===== src/rtl/if_id_ex_tracker.sv =====
// if_id_ex_tracker: passive trace of each instruction through IF, ID and EX.
// Three chained trackers stamp stage start/end times from the shared cycle
// counter and emit one trace record per instruction toward wb_tracker.
// The block only observes the core; it never drives any core signal.
module if_id_ex_tracker #(
  parameter int ADDR_WIDTH   = 32,
  parameter int DATA_WIDTH   = 32,
  parameter int BUFFER_DEPTH = 8    // power of 2, at least 2
) (
  input  logic                                 clk,
  input  logic                                 rst,
  input  logic signed [31:0]                   counter,
  input  logic                                 if_ready,
  input  logic                                 instr_req,
  input  logic                                 instr_grant,
  input  logic                                 instr_rvalid,
  input  logic [ADDR_WIDTH-1:0]                instr_addr,
  input  logic [DATA_WIDTH-1:0]                instr_rdata,
  input  logic                                 id_ready,
  input  logic                                 jump_done,
  input  logic                                 data_req_id,
  input  logic                                 ex_ready,
  input  logic                                 data_req_i,
  input  logic                                 data_gnt_i,
  input  logic [ADDR_WIDTH-1:0]                data_addr_i,
  output logic                                 if_data_valid,
  output logic [2*ADDR_WIDTH+DATA_WIDTH+192:0] if_data_o,
  output logic                                 id_data_ready,
  output logic [2*ADDR_WIDTH+DATA_WIDTH+192:0] id_data_o,
  output logic                                 ex_data_ready,
  output logic [2*ADDR_WIDTH+DATA_WIDTH+192:0] ex_data_o
);

  // Trace record; fields not yet written by a stage stay zero.
  typedef struct packed {
    logic [ADDR_WIDTH-1:0] addr;
    logic [DATA_WIDTH-1:0] instr;
    logic [31:0]           if_start;
    logic [31:0]           if_end;
    logic [31:0]           id_start;
    logic [31:0]           id_end;
    logic [31:0]           ex_start;
    logic [31:0]           ex_end;
    logic                  mem_access;
    logic [ADDR_WIDTH-1:0] mem_addr;
  } rec_t;

  typedef enum logic { IF_IDLE, IF_WAIT_RVALID } if_state_t;
  typedef enum logic { EX_IDLE, EX_BUSY }        ex_state_t;

  localparam int PW    = $clog2(BUFFER_DEPTH);
  localparam int CNT_W = PW + 1;

  // Timestamping helpers: each stage only ever fills in its own fields.
  function automatic rec_t open_fetch(input logic [ADDR_WIDTH-1:0] a,
                                      input logic signed [31:0]    ts);
    rec_t r;
    r          = '0;
    r.addr     = a;
    r.if_start = ts;
    return r;
  endfunction

  function automatic rec_t close_fetch(input rec_t                  r_in,
                                       input logic [DATA_WIDTH-1:0] word,
                                       input logic signed [31:0]    ts);
    rec_t r;
    r        = r_in;
    r.instr  = word;
    r.if_end = ts;
    return r;
  endfunction

  function automatic rec_t close_decode(input rec_t               r_in,
                                        input logic signed [31:0] ts_start,
                                        input logic signed [31:0] ts_end,
                                        input logic               mem);
    rec_t r;
    r            = r_in;
    r.id_start   = ts_start;
    r.id_end     = ts_end;
    r.mem_access = mem;
    return r;
  endfunction

  function automatic rec_t open_execute(input rec_t               r_in,
                                        input logic signed [31:0] ts);
    rec_t r;
    r          = r_in;
    r.ex_start = ts;
    return r;
  endfunction

  function automatic rec_t close_execute(input rec_t                  r_in,
                                         input logic signed [31:0]    ts,
                                         input logic                  take_addr,
                                         input logic [ADDR_WIDTH-1:0] a);
    rec_t r;
    r        = r_in;
    r.ex_end = ts;
    if (take_addr) r.mem_addr = a;
    return r;
  endfunction

  // Stage outputs: _p0 = IF, _p1 = ID, _p2 = EX.
  rec_t             rec_p0, rec_p1, rec_p2;
  logic             vld_p0, vld_p1, vld_p2;

  // IF tracker state
  if_state_t        if_state;
  rec_t             if_open;
  logic             fetch_hs;

  // ID tracker state
  rec_t             fifo_mem [BUFFER_DEPTH];
  logic [PW-1:0]    rd_ptr;
  logic [CNT_W-1:0] count;
  logic             head_started;
  logic             head_mem;
  logic signed [31:0] head_ts;
  logic             present, start_now, started_eff, pop, accept;
  logic [CNT_W-1:0] keep;
  logic [PW-1:0]    rd_next, wr_idx;

  // EX tracker state
  ex_state_t        ex_state;
  rec_t             ex_cur;
  logic             mem_hs, complete, emit;

  assign fetch_hs = instr_req && instr_grant;
  assign mem_hs   = data_req_i && data_gnt_i;

  // ---------------- IF stage (p0) ----------------

  // Open a record on an accepted fetch, close and emit it on rvalid; a fetch
  // accepted together with rvalid opens the next record in the same cycle.
  always_ff @(posedge clk) begin
    if (rst) begin
      if_state <= IF_IDLE;
      vld_p0   <= 1'b0;
      rec_p0   <= '0;
    end else begin
      vld_p0 <= 1'b0;
      case (if_state)
        IF_IDLE: begin
          if (fetch_hs) if_state <= IF_WAIT_RVALID;
        end
        IF_WAIT_RVALID: begin
          if (instr_rvalid) begin
            rec_p0 <= close_fetch(if_open, instr_rdata, counter);
            vld_p0 <= 1'b1;
            if (!fetch_hs) if_state <= IF_IDLE;
          end
        end
        default: if_state <= IF_IDLE;
      endcase
    end
  end

  // The open fetch record is data only; its validity is carried by if_state.
  always_ff @(posedge clk) begin
    if (fetch_hs && (if_state == IF_IDLE || instr_rvalid))
      if_open <= open_fetch(instr_addr, counter);
  end

  // ---------------- ID stage (p1) ----------------

  // FIFO bookkeeping. The head is stamped the first cycle if_ready is seen,
  // and may start and retire in the same cycle. Removals (pop, jump flush)
  // are applied before the incoming record claims a slot, which is why a
  // full FIFO still accepts a push when it pops.
  always_comb begin
    present     = (count != '0);
    start_now   = present && !head_started && if_ready;
    started_eff = head_started || start_now;
    pop         = present && started_eff && id_ready;
    if (jump_done) keep = (present && !pop) ? CNT_W'(1) : '0;
    else           keep = count - CNT_W'(pop);
    accept  = vld_p0 && (keep < CNT_W'(BUFFER_DEPTH));
    rd_next = rd_ptr + PW'(pop);
    wr_idx  = rd_next + keep[PW-1:0];
  end

  // Pointer/occupancy/head-flag updates and the retired-record output.
  always_ff @(posedge clk) begin
    if (rst) begin
      rd_ptr       <= '0;
      count        <= '0;
      head_started <= 1'b0;
      head_mem     <= 1'b0;
      vld_p1       <= 1'b0;
      rec_p1       <= '0;
    end else begin
      vld_p1 <= pop;
      if (pop)
        rec_p1 <= close_decode(fifo_mem[rd_ptr],
                               start_now ? counter : head_ts,
                               counter, head_mem | data_req_id);
      rd_ptr <= rd_next;
      count  <= keep + CNT_W'(accept);
      if (pop) begin
        head_started <= 1'b0;
        head_mem     <= 1'b0;
      end else begin
        head_started <= started_eff;
        head_mem     <= head_mem | (started_eff & data_req_id);
      end
    end
  end

  // Record storage and head start stamp; stale contents are masked by count.
  always_ff @(posedge clk) begin
    if (accept)    fifo_mem[wr_idx] <= rec_p0;
    if (start_now) head_ts          <= counter;
  end

  // ---------------- EX stage (p2) ----------------

  // Completion depends on the kind of instruction: memory ops finish on the
  // data grant, others on ex_ready. An arriving record evicts the current one.
  always_comb begin
    complete = (ex_state == EX_BUSY) &&
               (ex_cur.mem_access ? mem_hs : ex_ready);
    emit     = (ex_state == EX_BUSY) && (complete || vld_p1);
  end

  // EX occupancy FSM and the emitted record toward wb_tracker.
  always_ff @(posedge clk) begin
    if (rst) begin
      ex_state <= EX_IDLE;
      vld_p2   <= 1'b0;
      rec_p2   <= '0;
    end else begin
      vld_p2 <= emit;
      if (emit)
        rec_p2 <= close_execute(ex_cur, counter,
                                complete && ex_cur.mem_access, data_addr_i);
      if (vld_p1)        ex_state <= EX_BUSY;
      else if (complete) ex_state <= EX_IDLE;
    end
  end

  // Record held in EX; meaningful only while ex_state is BUSY.
  always_ff @(posedge clk) begin
    if (vld_p1) ex_cur <= open_execute(rec_p1, counter);
  end

  assign if_data_valid = vld_p0;
  assign if_data_o     = rec_p0;
  assign id_data_ready = vld_p1;
  assign id_data_o     = rec_p1;
  assign ex_data_ready = vld_p2;
  assign ex_data_o     = rec_p2;

endmodule


===== config.mk =====
export PLATFORM = sky130hd
export DESIGN_NAME = if_id_ex_tracker
export DESIGN_NICKNAME = d
export VERILOG_FILES = /design/src/rtl/if_id_ex_tracker.sv
export SDC_FILE = /design/constraint.sdc
export NUM_CORES = 2
export LEC_CHECK = 0
export ABC_AREA = 1
export BUFFER_PORTS_ARGS = -buffer_cell sky130_fd_sc_hd__buf_2
export CORE_MARGIN = 10
export CORE_UTILIZATION = 40
export DETAILED_ROUTE_END_ITERATION = 10
export PLACE_DENSITY = 0.62
export SETUP_SLACK_MARGIN = 0.1
export SYNTH_ARGS = -nofsm -noshare
export SYNTH_HDL_FRONTEND = slang
export SYNTH_SLANG_ARGS = --single-unit
export TNS_END_PERCENT = 5

===== constraint.sdc =====
create_clock -name clk -period 13.3 [get_ports clk]
set_input_delay 1.995 -clock clk [delete_from_list [all_inputs] [get_ports clk]]
set_output_delay 1.995 -clock clk [all_outputs]
set_load 0.005 [all_outputs]

==> impl_metrics.tcl <==
set metrics [dict create \
    run_status "finished, final reports clean" \
    cts_tree "done" \
    rr_startpoint "count[2]" \
    grt_max_degree 220 \
    p_leak_nw 40.19 \
    worst-slew-pin-transition_ns 1.179 \
    power_w 0.01298 \
    hold_end "ex_cur[133]" \
    synth-async-reset-ratio_pct 0 \
    cts_made_buffers 208 \
    postCtsResizedCells 0 \
    finalCriticalPeriod_ns 5.974 \
    gp_congestion 0.8513 \
    crit_path_start_kind "input pin" \
    cp_data_arrival_time_ns 6.39 \
    maxCapViolCount 0 \
    nets 8614 \
    synth.area.top_cells "edfxtp_1 50%, dfxtp_1 17%, nand2_1 12%, nand3_1 6.4%, inv_1 5.2%" \
    layout-area-overhead-vs-synth_pct 14.78 \
    antenna_found_initial 19 \
    die_y_um 462.1 \
    holdPathStages 0 \
    drc 0 \
    dieWidth_um 462.1 \
    setup-violations-final 0 \
    synth_most_common_cell "nand2_1" \
    grt_pass1_wl_um 342200 \
    first_iter_violations 4778 \
    vias_per_cell 4.883 \
    synth_top_area_share_pct 50.42 \
    rows 162 \
    fmaxAchievable_mhz 167.4 \
    min_from "id_data_o[133]" \
    wl_per_cell_um 21.15 \
    ys_types 28 \
    netlist_top_cells_count "2398 x nand2_1, 1313 x edfxtp_1, 1082 x inv_1, 1007 x nand3_1, 656 x dfxtp_1" \
    hold_violations 0 \
    synth_area_leader_cell "edfxtp_1" \
    routed_wl_um 236900 \
    required_ns 13.72 \
    ir_drop_uv 118.3 \
    tns_ns 0 \
    insertion_delay_ns 0.86 \
    crit_type "in2reg" \
    io_buffers 752 \
    critPathCaptureType "flip-flop" \
    yosysWarnings 0 \
    gr-total-overflow 0 \
    grt_usage_pct 21.15 \
    ys_ff_latch 1969 \
    core_mm2 0.1946 \
    cts_buffer_depth 3 \
    grt_pass1_vias 52200 \
    p_per_area_mw_per_mm2 144.7 \
    clkSlewWorstSetupHoldPaths_ns 0.06 \
    ctsRootBufferMaster "clkbuf_16" \
    ys.flop_type "edfxtp_1" \
    yosysSeqAreaShare_pct 67.22 \
    synth_edf_count 1313 \
    synth_area_mm2 0.07819 \
    num_io_pins 1010 \
    detail-route-antenna-nets 0 \
    finClkSkew_ns 0.06366 \
    r2r_slack_ns 7.93 \
    rr_worst_depth 16 \
    period_share_pct 44.92 \
    cts.sinks 1969 \
    nFillCells 17940 \
    initial_utilization_pct 40.18 \
    min_path_type "reg2reg" \
    drv_slew 0 \
    path_max_fanout 59 \
    rr_endpoint "fifo_mem[6][73]" \
    rsz0062_at_grt "no" \
    dp.final_hpwl_um 149200 \
    cts_hold_buf 0 \
    vias 54690 \
    drive_gt1_share_pct 13.41 \
    fin_util_pct 46.12 \
    dieArea_mm2 0.2136 \
    synth_area_per_cell_um2 9.922 \
    cts_max_level 4 \
    syn-instance-count 7881 \
    slew_headroom_pct 21.37 \
    cts_setup_buffers 0 \
    drt_first_pass_iters 6 \
]
layout make-up:
type                    count  area [um2]  area share (%)
clock buffers             298        5929           6.607
multi-input cells        4388       18590           20.71
flip-flops and latches   1969       52580           58.58
clock inverters            99        1036           1.154
well taps                2542        3181           3.544
repair buffers            813        4319           4.812
diodes                      5       12.51         0.01394
inverters                1086        4109           4.578
placed cells by master, fill, tap and decap left out, drive strengths merged, types with 2 or more instances in the layout:
cell,n
nor2,219
dfxtp,656
clkinv,74
clkinvlp,2
o21ai,162
or2,3
edfxtp,1313
conb,257
nand2,2400
inv,1098
bufinv,11
ha,7
buf,813
diode,5
nand3,1008
a21oi,328
clkbuf,298
critical path, cell delays in order:
cell      delay (ns)
buf_2           0.12
o211ai_4        0.14
buf_4           0.32
inv_1           0.12
ha_1            0.28
o21ai_0         0.29
ha_1            0.21
inv_1           0.06
fa_1            0.48
inv_1           0.10
nand3_1         0.07
nand3_1         0.14
nand3_1         0.21
nor2_4          0.84
buf_4           0.94
how the worst max path moves through the flow:
stage | startpoint | endpoint | slack, ns | depth (start not counted)
2_1_floorplan | if_ready | fifo_mem[2][0] | 3.22 | 13
3_3_place_gp | if_ready | fifo_mem[6][73] | 6.42 | 15
3_5_place_dp | if_ready | fifo_mem[6][65] | 6.46 | 15
4_1_cts | if_ready | fifo_mem[6][67] | 7.35 | 15
5_1_grt | if_ready | fifo_mem[6][73] | 7.01 | 15
6_report | if_ready | fifo_mem[6][73] | 7.33 | 15
logic make-up after synthesis:
| family | count (synthesis) | synth area share, % |
|---|---|---|
| fa+ha+maj | 8 | 0.1376 |
| other cells | 1 | 0.004796 |
| simple gates | 3632 | 19.10 |
| buf+inv | 1780 | 10.38 |
| compound gates | 491 | 3.164 |
| flops | 1969 | 67.22 |
power by group:
| part | total [W] | switching [W] | internal, W |
|---|---|---|---|
| registers | 0.00671 | 0.0000940 | 0.00661 |
| clock network | 0.00584 | 0.00250 | 0.00334 |
| logic | 0.000434 | 0.000319 | 0.000115 |
registers in the layout (all words and copies together), names as in the netlist, 3 cells and up:
signal	cells
if_open	64
head_ts	32
count	4
fifo_mem	1024
id_data_o	193
rd_ptr	3
ex_data_o	289
ex_cur	225
if_data_o	128
routing by layer:
metal  track usage [%]  part of all wire [%]  vias to the layer above
li1                  -                     -                    25930
met1             27.03                    41                    26400
met2             35.05                    47                     1983
met3             5.295                   8.6                      374
met4             7.073                   3.2                        2
met5                 0                0.0068                        -
metrics by stage:
step                      worst slack, ns  cell area [um2]  std cells  hold slack (ns)
after floorplan                     3.222            79150       8137           0.4285
after global placement              6.418            82770      10800           0.4399
after global routing                7.010            89740      11200           0.4433
final                               7.326            89750      11200           0.4112
after detailed placement            6.462            82770      10800           0.4390
after CTS                           7.353            89740      11200           0.4044
Power figures use the tool's default switching activity.
